===== src/rtl/alu_pkg.sv =====
// Shared ALU definitions: precision encodings and the writeback FSM state type.
package alu_pkg;

  localparam logic [1:0] PREC_CHAR   = 2'b00;
  localparam logic [1:0] PREC_HALF   = 2'b01;
  localparam logic [1:0] PREC_FULL   = 2'b10;
  localparam logic [1:0] PREC_DOUBLE = 2'b11;

  typedef enum logic [1:0] {
    IDLE  = 2'd0,
    WR_Y1 = 2'd1,
    WR_Y2 = 2'd2
  } wb_state_t;

endpackage


===== src/rtl/precision_mask.sv =====
// Truncates a data word to the selected precision; CHAR/HALF are zero-extended.
module precision_mask
  import alu_pkg::*;
#(
  parameter int DATA_W = 32
) (
  input  logic [DATA_W-1:0] data,
  input  logic [1:0]        precision,
  output logic [DATA_W-1:0] result
);

  always_comb begin
    result = '0;
    case (precision)
      PREC_CHAR: result[7:0]  = data[7:0];
      PREC_HALF: result[15:0] = data[15:0];
      default:   result       = data;
    endcase
  end

endmodule


===== src/rtl/alu_writeback.sv =====
// Serialises an ALU {Y1, Y2} result pair onto the single register-file write
// port, Y1 first, and reports pending writes for RAW hazard checks.
module alu_writeback
  import alu_pkg::*;
#(
  parameter int DATA_W       = 32,
  parameter int ADDR_W       = 5,
  parameter int ZERO_DISCARD = 1,
  parameter int CNT_W        = 16
) (
  input  logic              clk,
  input  logic              rst_n,
  input  logic              in_valid,
  output logic              in_ready,
  input  logic [DATA_W-1:0] in_y1,
  input  logic [DATA_W-1:0] in_y2,
  input  logic [ADDR_W-1:0] in_dest1,
  input  logic [ADDR_W-1:0] in_dest2,
  input  logic [1:0]        in_mask,
  input  logic [1:0]        in_precision,
  output logic              wb_valid,
  input  logic              wb_ready,
  output logic [ADDR_W-1:0] wb_addr,
  output logic [DATA_W-1:0] wb_data,
  input  logic [ADDR_W-1:0] hz_addr,
  output logic              hz_hit,
  output logic [CNT_W-1:0]  wb_count,
  output wb_state_t         dbg_state
);

  // Handshakes: a transfer happens on a rising edge where valid and ready are
  // both high. in_ready is derived from state and wb_ready only, never in_valid.

  wb_state_t         state, state_nxt;
  logic [DATA_W-1:0] e_y1, e_y2;
  logic [ADDR_W-1:0] e_d1, e_d2;
  logic [1:0]        e_mask;
  logic [1:0]        e_prec;
  logic [CNT_W-1:0]  count;
  logic [1:0]        ld_mask;
  logic              load;
  logic              last_write;
  logic [DATA_W-1:0] sel_y;
  logic [DATA_W-1:0] masked_y;

  localparam logic ZD = (ZERO_DISCARD != 0);

  // Writes to register 0 are dropped when the pair is captured.
  always_comb begin
    ld_mask    = in_mask;
    ld_mask[0] = in_mask[0] & ~(ZD & (in_dest1 == '0));
    ld_mask[1] = in_mask[1] & ~(ZD & (in_dest2 == '0));
  end

  assign last_write = (state == WR_Y2) || ((state == WR_Y1) && !e_mask[1]);
  assign in_ready   = (state == IDLE) || (wb_ready && last_write);
  assign load       = in_valid && in_ready;

  always_comb begin
    state_nxt = state;
    if (load) begin
      if (ld_mask[0])      state_nxt = WR_Y1;
      else if (ld_mask[1]) state_nxt = WR_Y2;
      else                 state_nxt = IDLE;
    end else begin
      case (state)
        WR_Y1:   if (wb_ready) state_nxt = e_mask[1] ? WR_Y2 : IDLE;
        WR_Y2:   if (wb_ready) state_nxt = IDLE;
        IDLE:    state_nxt = IDLE;
        default: state_nxt = IDLE;
      endcase
    end
  end

  always_ff @(posedge clk or negedge rst_n) begin
    if (!rst_n) begin
      state  <= IDLE;
      e_y1   <= '0;
      e_y2   <= '0;
      e_d1   <= '0;
      e_d2   <= '0;
      e_mask <= '0;
      e_prec <= '0;
      count  <= '0;
    end else begin
      state <= state_nxt;
      if (load) begin
        e_y1   <= in_y1;
        e_y2   <= in_y2;
        e_d1   <= in_dest1;
        e_d2   <= in_dest2;
        e_mask <= ld_mask;
        e_prec <= in_precision;
      end
      if (wb_valid && wb_ready) count <= count + {{(CNT_W-1){1'b0}}, 1'b1};
    end
  end

  assign sel_y = (state == WR_Y2) ? e_y2 : e_y1;

  precision_mask #(.DATA_W(DATA_W)) u_precision_mask (
    .data      (sel_y),
    .precision (e_prec),
    .result    (masked_y)
  );

  always_comb begin
    wb_valid = 1'b0;
    wb_addr  = '0;
    wb_data  = '0;
    case (state)
      WR_Y1: begin
        wb_valid = 1'b1;
        wb_addr  = e_d1;
        wb_data  = masked_y;
      end
      WR_Y2: begin
        wb_valid = 1'b1;
        wb_addr  = e_d2;
        wb_data  = masked_y;
      end
      default: ;
    endcase
  end

  // Only the entry being drained counts; the offered in_* pair is not a hazard yet.
  assign hz_hit = ((state == WR_Y1) &&
                   ((hz_addr == e_d1) || (e_mask[1] && (hz_addr == e_d2)))) ||
                  ((state == WR_Y2) && (hz_addr == e_d2));

  assign wb_count  = count;
  assign dbg_state = state;

endmodule

===== config.mk =====
export PLATFORM = sky130hd
export DESIGN_NAME = alu_writeback
export DESIGN_NICKNAME = d
export VERILOG_FILES = /design/src/rtl/alu_pkg.sv /design/src/rtl/precision_mask.sv /design/src/rtl/alu_writeback.sv
export SDC_FILE = /design/constraint.sdc
export NUM_CORES = 1
export LEC_CHECK = 0
export BUFFER_PORTS_ARGS = -buffer_cell sky130_fd_sc_hd__buf_2
export CAP_MARGIN = 20
export CELL_PAD_IN_SITES_DETAIL_PLACEMENT = 0
export CELL_PAD_IN_SITES_GLOBAL_PLACEMENT = 1
export CORE_UTILIZATION = 44
export DETAILED_ROUTE_END_ITERATION = 8
export PLACE_DENSITY = 0.92
export SYNTH_ARGS = -nofsm -noshare
export SYNTH_HDL_FRONTEND = slang
export SYNTH_SLANG_ARGS = --single-unit

===== constraint.sdc =====
create_clock -name clk -period 3.6 [get_ports clk]
set_input_delay 0 -clock clk [delete_from_list [all_inputs] [get_ports clk]]
set_output_delay 0 -clock clk [all_outputs]
set_load 0.005 [all_outputs]

==> key figures, run 1 <==
Outcome
  – Status: finished, final reports clean

Die
  – Die Span Y: roughly 110 um
  – FP Rows: 37
  – Die area: about 11,000 um2
  – I/O pin total: 145
  – Initial Util: 0.461
  – CORE AREA: 10,500 um2
  – Die width: 107 um

Worst setup path
  – Crit path DAT: 2.84 ns
  – Reg2Reg Depth: 7
  – CP max stage cell: o21a_4
  – Crit. path cell count: 7
  – R2R Setup Slk: 1.01 ns
  – RR Startpoint: dbg_state[1]
  – Crit Path Class: reg2reg
  – Top cell family by delay on the critical path: compound AO/OA/AOI/OAI gates
  – Crit path max fanout: 24
  – Worst Setup EP: e_y2[18]
  – CP endpoint kind: flip-flop
  – Bufs and invs on worst path: 2
  – Worst path required time: 3.85 ns
  – Startpoint types: flip-flop
  – Worst path cell trace: inv_1 > ha_1 > nor2b_4 > o21a_1 > o21a_4 > buf_4 > mux2_2
  – CP peak stage delay: 0.47 ns
  – Worst R2R End: e_y2[18]
  – Crit. Startpoint: dbg_state[1]

Synthesis
  – Post-synthesis compound-gate area fraction: 0.0302
  – Post-synth net total: 446
  – Number of synthesized flops with an enable pin: 0
  – Post-synthesis simple-gate area fraction: 0.0790
  – Cells after synthesis: between 300 and 400
  – Mux cell area share after synthesis: 0.299
  – Syn Area/Cell: 13.6 um2
  – Dominant synthesized flop cell: dfrtp_1
  – Syn. warnings: 0
  – Seq cells post-synth: 95
  – Main combinational cell family by area after synthesis: multiplexers
  – Mapped cell area: 4840 um2
  – Post-synthesis sequential area ratio: 0.491
  – Synth unique cells: 36
  – Post-synthesis async set-or-reset flop share: 1.00
  – Adder-cell share of the synthesized area: 0.0103
  – Post-synthesis xor/xnor area fraction: 0.0452

Hold path
  – Hold Path Class: in2reg
  – Worst Hold Launch: wb_ready

Power
  – Leak Pwr: 0.00321 uW
  – VDD IR-drop max: about 0.34 mV
  – Power Density: 545 nW/um2

Route
  – Initial DRC count: 150
  – Final wirelength: 12,000 um
  – Drt drc: 0
  – Wire per inst: 16.7 um
  – DR pass1 iterations: 4
  – Routed vias: 3,570
  – Vias per cell: 4.99
  – Routed Antenna Nets: 0

Global route
  – GR Overflow Total: 0
  – Total GRT Usage: 0.217
  – First-pass GRT wire length: 19,200 um
  – Vias in the first global route: 3,885
  – Initial antenna violation count: 0
  – Largest net degree at the start of global routing: 62

Timing
  – Final Max Slew Viols: 0
  – Setup TNS: 0 ns
  – F_max: 385 MHz
  – Clock Skews: 0.0167 ns
  – Tightest Pin Transition: about 0.78 ns
  – Slew HR: 0.479
  – RSZ-0062 raised after global routing: false
  – Tcrit/Tclk final: 0.721
  – Fin Hold WS: 0.0280 ns
  – Final setup violation count: 0
  – Hold Fails Final Rpt: 0
  – Fin crit period: between 2 and 3 ns

Placement
  – I/O Buffers: 144
  – Gp weighted congestion: 0.792
  – Area after DPL: between 5000 and 6000 um2
  – Detail Placement HPWL: 7430 um

Clocking
  – Clk_lat worst skew: 0.36 ns
  – Clk slew on worst S/H paths: about 0.1 ns
  – Clock Tree Root: clkbuf_8
  – Clock sink count: 95
  – H-tree levels: 3
  – Clk buf depth: 2
  – PostCTS Resize Cnt: 0
  – Hold Buf Count CTS: 78
  – CTS tree: done
  – Post-CTS setup buffer count: 0
  – Cts bufs inserted: 9

Final layout
  – Finished Cell Area: 6580 um2
  – Share of cells above drive strength 1: 0.425
  – Layout fillers: 829
  – Nets: 666
  – Area Growth Syn to Fin: 35.7%
  – Finished Core Util: 0.626
  – N_diodes: 0

Flow run
  – Max Cap Viol: 0
==> power breakdown <==
group	internal [uW]	switching [uW]	total [uW]
registers	1360	224	1590
logic	769	514	1280
clock network	337	374	710
total	2470	1110	3580
==> worst min-delay path: stages <==
cell and delay (ns):
buf_2 0.16, nand3_1 0.11, xnor2_1 0.07
==> cells in the mapped netlist (2+ instances only) <==
library cell	instances	area, um2
dfrtp_1	95	2380
mux2_4	70	1050
mux2i_1	32	320
nor2_1	30	113
nor2b_1	13	81.3
xor2_1	13	114
xnor2_1	12	105
nand2_1	11	41.3
buf_12	7	140
mux2_2	7	78.8
clkbuf_1	6	22.5
nand3_1	6	30.0
a22oi_1	5	37.5
inv_1	5	18.8
ha_1	4	50.1
nor4_1	4	25.0
a21oi_1	3	15.0
and3_1	3	18.8
buf_2	3	15.0
nand4_1	3	18.8
nor3_1	3	15.0
o21ai_0	3	15.0
buf_6	2	22.5
o21a_1	2	15.0
or2_2	2	12.5
==> routing by layer <==
| metal | wire length, um | track usage | up-vias | share of wire |
|---|---|---|---|---|
| met2 | 5950 | 0.378 | 131 | 0.50 |
| met5 | 0 | 0 | - | 0 |
| met4 | 117 | 0.0528 | 0 | 0.0098 |
| li1 | - | - | 1666 | - |
| met3 | 703 | 0.0590 | 12 | 0.059 |
| met1 | 5200 | 0.264 | 1761 | 0.43 |
==> flip-flops by register name, summed over array words and instances (netlist names) <==
signal,cells
e_y1,32
e_y2,32
wb_count,16
e_d1,5
e_d2,5
dbg_state,2
e_prec,2
e_mask,1
==> stage by stage <==
step	total power, uW	worst slack [ns]	instances
3_5_place_dp	2810	1.04	622
3_3_place_gp	2760	1.11	622
6_report	3580	1.01	715
2_1_floorplan	2470	1.67	355
5_1_grt	3790	0.756	715
4_1_cts	3600	1.00	715
==> layout make-up <==
cell class                 instances  area (um2)  share of cell area
timing repair buffer             227        1550               0.236
sequential                        95        2380               0.362
inverter                           5        18.8             0.00285
clock buffer                      10         138              0.0209
tap                              136         170              0.0259
multi-input combinational        237        2260               0.343
clock inverter                     5        58.8             0.00894
==> worst min path at each step <==
stage               cells after the start  slack [ns]           end
CTS                                     3       0.005   wb_count[2]
detailed placement                      1        0.13       e_y2[4]
global route                            3        0.03   wb_count[2]
finish                                  3        0.03   wb_count[2]
floorplan                               0       -0.30  dbg_state[0]
global placement                        1        0.12       e_d1[3]
==> placed cells by master (no fill, tap or decap), types with 5 or more instances in the layout <==
cell type / n
a22oi_1: 5
buf_2: 143
buf_4: 5
clkbuf_8: 10
dfrtp_1: 95
dlygate4sd3_1: 78
inv_1: 5
mux2_2: 7
mux2_4: 70
mux2i_1: 32
nand2_1: 11
nand3_1: 6
nor2_1: 30
nor2b_1: 13
xnor2_1: 12
xor2_1: 13
==> logic make-up after synthesis <==
family,after synthesis
mux,109
flops,95
simple gates,78
xor+xnor,25
buf+inv,23
compound gates,21
fa+ha+maj,4
No activity file was read; power rests on OpenSTA's default activity.
==> inputs of run 2 (changes only) <==
Settings changed: CORE_UTILIZATION 44 to 37, PLACE_DENSITY 0.92 to 0.83.
Clock period 3.6 ns to 2.2 ns, I/O delays scaled along.
==> key figures, run 2 (synthesis results as in run 1) <==
Power
  – Leak Pwr: 0.00327 uW (+2.1%)
  – VDD IR-drop max: 0.508 mV (+47%)
  – Power Density: 915 nW/um2 (+68%)

Clocking
  – Clock sink count: 95 (unchanged)
  – CTS tree: done
  – H-tree levels: 3 (unchanged)
  – Post-CTS setup buffer count: 0 (unchanged)
  – Clk buf depth: 2 (unchanged)
  – Clk slew on worst S/H paths: 0.06 ns (-0.04 ns)
  – Clock Tree Root: clkbuf_16
  – Clk_lat worst skew: 0.34 ns (-0.02 ns)
  – Cts bufs inserted: 9 (unchanged)

Die
  – CORE AREA: 12,700 um2 (+21%)
  – Die area: 13,600 um2 (+19%)
  – Die Span Y: 116 um (+8.9%)
  – I/O pin total: 145 (unchanged)
  – Initial Util: 0.382 (-0.0787)
  – FP Rows: 41 (+11%)
  – Die width: 116 um (+8.9%)

Route
  – Final wirelength: 11,600 um (-2.7%)
  – Wire per inst: 15.4 um (-7.8%)
  – DR pass1 iterations: 4 (unchanged)
  – Drt drc: 0 (unchanged)
  – Routed vias: 3,540 (-0.84%)
  – Initial DRC count: 170 (+13%)
  – Vias per cell: 4.69 (-6.0%)
  – Routed Antenna Nets: 0 (unchanged)

Timing
  – Slew HR: 0.564 (+0.0849)
  – Fin Hold WS: 0.0323 ns (+0.00429 ns)
  – Hold Fails Final Rpt: 0 (unchanged)
  – F_max: 506 MHz
  – Final Max Slew Viols: 0 (unchanged)
  – Tightest Pin Transition: 0.654 ns (-0.127 ns)
  – Tcrit/Tclk final: 0.899
  – Setup slack after layout: 0.223 ns (-0.782 ns)
  – RSZ-0062 raised after global routing: false
  – Fin crit period: roughly 2 ns
  – Setup TNS: 0 ns (unchanged)
  – Clock Skews: 0.00365 ns (-0.0131 ns)
  – Final setup violation count: 0 (unchanged)

Final layout
  – Layout fillers: 1,091 (+32%)
  – Most frequent cells in the layout: buf_2, dfrtp_1, dlygate4sd3_1
  – Area Growth Syn to Fin: 39.3%
  – Finished Cell Area: 6750 um2 (+2.7%)
  – Nets: 668 (+0.30%)
  – Commonest non-fill, non-tap cell in the layout: buf_2
  – Share of cells above drive strength 1: 0.430 (+0.00468)
  – N_diodes: 0 (unchanged)

Global route
  – Routing usage on met1: 0.222 (-0.0419)
  – Vias in the first global route: 3,535 (-9.0%)
  – Met2 Use GR: 0.293 (-0.0852)
  – Largest net degree at the start of global routing: 49 (-21%)
  – Initial antenna violation count: 0 (unchanged)
  – Total GRT Usage: 0.176 (-0.0403)
  – Busiest metal layer after global routing: met2
  – GRT met3 Usage: 0.0477 (-0.0112)
  – GR Overflow Total: 0 (unchanged)
  – First-pass GRT wire length: 18,100 um (-5.9%)

Worst setup path
  – Startpoint types: flip-flop
  – Worst path cell trace: inv_1 > ha_2 > buf_4 > a21oi_1 > o31ai_1 > buf_2
  – Crit path max fanout: 18 (-25%)
  – Bufs and invs on worst path: 3 (+1)
  – CP endpoint kind: output pin
  – Crit Path Class: reg2out
  – CP max stage cell: dfrtp_1
  – Worst path required time: 2.20 ns (-1.65 ns)
  – CP peak stage delay: 0.42 ns (-0.05 ns)
  – Crit path DAT: 1.98 ns (-0.86 ns)
  – Top cell family by delay on the critical path: buffers and inverters

Hold path
  – Hold Path Class: in2reg

Placement
  – I/O Buffers: 144 (unchanged)
  – Detail Placement HPWL: 7520 um (+1.1%)
  – Gp weighted congestion: 0.771 (-2.6%)
  – Placement Setup Slack: 0.240 ns (-0.803 ns)
  – Area after DPL: 5690 um2 (+1.7%)

Flow run
  – Max Cap Viol: 0 (unchanged)

Outcome
  – Status: finished, final reports clean
[run 2: cell types whose count changed in the layout (fill, tap and decap cells not counted), moves of 2 or more]
cell       previous run  this run
clkbuf_16             0         9
buf_12                1         3
clkbuf_8             10         2
clkbuf_1              0         2
[run 2: stage by stage]
stage,cells,util,power [uW]
final,754,0.533,6180
after CTS,754,0.532,6260
after detailed placement,661,0.449,4620
after global placement,661,0.449,4550
after global routing,754,0.533,6570
after floorplan,355,-,4050
[run 2: final timing paths]
path	cells after the start	slack (ns)	endpoint	startpoint
max in group asynchronous	3	1.26	e_y2[0]	rst_n
min in group asynchronous	2	0.22	e_y1[2]	rst_n
min reg2reg	1	0.48	wb_count[15]	wb_count[15]
max	6	0.22	hz_hit	dbg_state[0]
min	3	0.03	wb_count[0]	wb_ready
max reg2reg	6	0.24	e_y2[19]	dbg_state[0]
[run 2: power by group]
part           switching (uW)  total (uW)  leakage [uW]  internal, uW
Sequential                352        2590       0.00113          2240
Combinational             843        2130       0.00201          1280
Clock                     636        1460      0.000136           825
[run 2: what timing repair did]
| item | 4_1_cts | 5_1_grt |
|---|---|---|
| gates resized for setup | 1 | 2 |
| hold buffers | 77 | 0 |
| hold endpoints to repair | 123 | 0 |
| setup endpoints to repair | 16 | 5 |
| pin swaps | 0 | 0 |
[run 2: cell type report]
| class | count | area [um2] | area share |
|---|---|---|---|
| timing repair buffer | 229 | 1590 | 0.236 |
| clock inverter | 3 | 17.5 | 0.00259 |
| tap | 172 | 215 | 0.0319 |
| inverter | 5 | 18.8 | 0.00278 |
| multi-input combinational | 237 | 2270 | 0.336 |
| sequential | 95 | 2380 | 0.352 |
| clock buffer | 13 | 260 | 0.0386 |
[run 2: worst min-delay path, cell delays in order]
cell and delay, ns:
buf_2 0.15, nand2_1 0.11, xnor2_1 0.07
[run 2: per-layer routing]
layer  up-vias  wire [um]
li1       1678          -
met4         0         96
met2       109       5680
met5         -          0
met1      1746       5220
met3         7        642
==> inputs of run 3 (changes only) <==
Settings changed: CAP_MARGIN 20 to 15, RECOVER_POWER set to 50.
==> key figures, run 3 (synthesis results as in run 1) <==
Timing
  – Clock Skews: 0.00363 ns (-0.0000205 ns)
  – Tightest Pin Transition: 1.27 ns (+0.619 ns)
  – Tcrit/Tclk final: 0.898 (-0.000999)
  – Setup TNS: 0 ns (unchanged)
  – Hold Fails Final Rpt: 0 (unchanged)
  – Fin crit period: 1.97 ns (-0.00220 ns)
  – Final Max Slew Viols: 0 (unchanged)
  – RSZ-0062 raised after global routing: false
  – Final setup violation count: 0 (unchanged)
  – Fin Hold WS: 0.0330 ns (+0.000647 ns)
  – F_max: 506 MHz (+0.11%)
  – Slew HR: 0.151 (-0.412)

Power
  – VDD IR-drop max: 0.508 mV (about the same)
  – Total net switching power: 1830 uW (-0.20%)
  – Clock group share of total power: 0.237 (about the same)
  – Combinational share of power: 0.343 (-0.002)
  – Leak Pwr: 0.00321 uW (-1.9%)
  – Cell-internal power: 4330 uW (-0.32%)
  – Power Density: 916 nW/um2 (+0.12%)
  – Sequential share of power: 0.420 (about the same)
  – Sw Ratio: 0.297 (about the same)

Clocking
  – Clk buf depth: 2 (unchanged)
  – Clock sink count: 95 (unchanged)
  – CTS tree: done
  – Clock Tree Root: clkbuf_16
  – Cts bufs inserted: 9 (unchanged)
  – H-tree levels: 3 (unchanged)
  – Clk slew on worst S/H paths: 0.06 ns (about the same)
  – Clk_lat worst skew: 0.34 ns (about the same)

Final layout
  – Area Growth Syn to Fin: 38.8%
  – N_diodes: 0 (unchanged)
  – Commonest non-fill, non-tap cell in the layout: buf_2
  – Nets: 668 (unchanged)
  – Share of cells above drive strength 1: 0.402 (-0.0275)
  – Most frequent cells in the layout: buf_2, dfrtp_1, dlygate4sd3_1

Route
  – Routed vias: 3,538 (-0.056%)
  – DR pass1 iterations: 4 (unchanged)
  – Routed Antenna Nets: 0 (unchanged)
  – Drt drc: 0 (unchanged)
  – Final wirelength: 11,600 um (about the same)
  – Initial DRC count: 176 (+3.5%)
  – Wire per inst: 15.4 um (about the same)
  – Vias per cell: 4.69 (about the same)

Placement
  – Gp weighted congestion: 0.771 (unchanged)
  – Detail Placement HPWL: 7520 um (unchanged)
  – I/O Buffers: 144 (unchanged)

Worst setup path
  – Startpoint types: flip-flop
  – Worst path required time: 2.20 ns (about the same)
  – Crit path max fanout: 18 (unchanged)
  – CP peak stage delay: 0.42 ns (about the same)
  – Top cell family by delay on the critical path: buffers and inverters
  – Worst path cell trace: inv_1 > ha_2 > buf_4 > a21oi_1 > o31ai_1 > buf_2
  – CP endpoint kind: output pin
  – Crit Path Class: reg2out
  – Crit path DAT: 1.97 ns (about the same)
  – Bufs and invs on worst path: 3 (unchanged)
  – CP max stage cell: dfrtp_1

Outcome
  – Status: finished, final reports clean

Die
  – CORE AREA: 12,700 um2 (unchanged)
  – Initial Util: 0.382 (unchanged)
  – FP Rows: 41 (unchanged)
  – Die Span Y: 116 um (unchanged)
  – Die width: 116 um (unchanged)
  – I/O pin total: 145 (unchanged)
  – Die area: 13,600 um2 (unchanged)

Global route
  – First-pass GRT wire length: 18,100 um (unchanged)
  – Largest net degree at the start of global routing: 49 (unchanged)
  – GR Overflow Total: 0 (unchanged)
  – Vias in the first global route: 3,535 (unchanged)
  – Initial antenna violation count: 0 (unchanged)
  – Total GRT Usage: 0.176 (unchanged)

Hold path
  – Hold Path Class: in2reg

Flow run
  – Max Cap Viol: 0 (unchanged)
==> run 3: repair_timing <==
| item | 4_1_cts | 5_1_grt |
|---|---|---|
| buffers inserted | 0 | 0 |
| endpoints found under the setup margin | 16 | 5 |
| resized for setup | 1 | 2 |
| hold buffers | 77 | 0 |
| hold endpoints to repair | 123 | 0 |
==> run 3: per-stage QoR <==
stage | setup slack, ns | utilization | std cells | power [uW] | area (um2)
after floorplan | 0.265 | - | 355 | 4050 | 4840
after global placement | 0.317 | 0.449 | 661 | 4550 | 5690
after detailed placement | 0.240 | 0.449 | 661 | 4620 | 5690
after CTS | 0.0687 | 0.532 | 754 | 6260 | 6740
after global routing | 0.0756 | 0.531 | 754 | 6560 | 6720
final | 0.225 | 0.531 | 754 | 6160 | 6720
==> run 3: final cells by class <==
type / instances / area (um2)
inverter: 5 / 18.8
clock inverter: 3 / 17.5
timing repair buffer: 229 / 1570
tap: 172 / 215
multi-input combinational: 237 / 2260
clock buffer: 13 / 260
sequential: 95 / 2380
fill: 1105 / 5950
==> run 3: worst reg2reg max path: stages (launching register included) <==
cell and delay [ns]:
dfrtp_1 0.42, inv_1 0.10, ha_2 0.27, o21a_1 0.21
o21a_4 0.17, buf_12 0.27, mux2_2 0.41
==> run 3: final timing paths <==
check / to / slack [ns] / from / depth (start not counted)
worst max-delay path: hz_hit / 0.23 / dbg_state[0] / 6
worst min-delay path: wb_count[0] / 0.03 / wb_ready / 3
worst max register to register: e_y2[19] / 0.24 / dbg_state[0] / 6
worst min register to register: wb_count[15] / 0.48 / wb_count[15] / 1
max in group asynchronous: e_y2[0] / 0.84 / rst_n / 3
min in group asynchronous: e_y1[2] / 0.46 / rst_n / 2
==> run 3: power by group through the flow <==
stage                     clock network [uW]  registers (uW)  logic [uW]
after floorplan                            0            2510        1530
after global placement                     0            2580        1970
after detailed placement                   0            2600        2020
after CTS                               1530            2590        2140
after global routing                    1610            2650        2300
final                                   1460            2590        2110
==> run 3: per-layer routing <==
metal  vias up  global-route usage  wire (um)
met5         -                   0          0
met4         0              0.0564         96
met3         7              0.0477        666
met2       113               0.293       5670
met1      1737               0.222       5190
li1       1681                   -          -
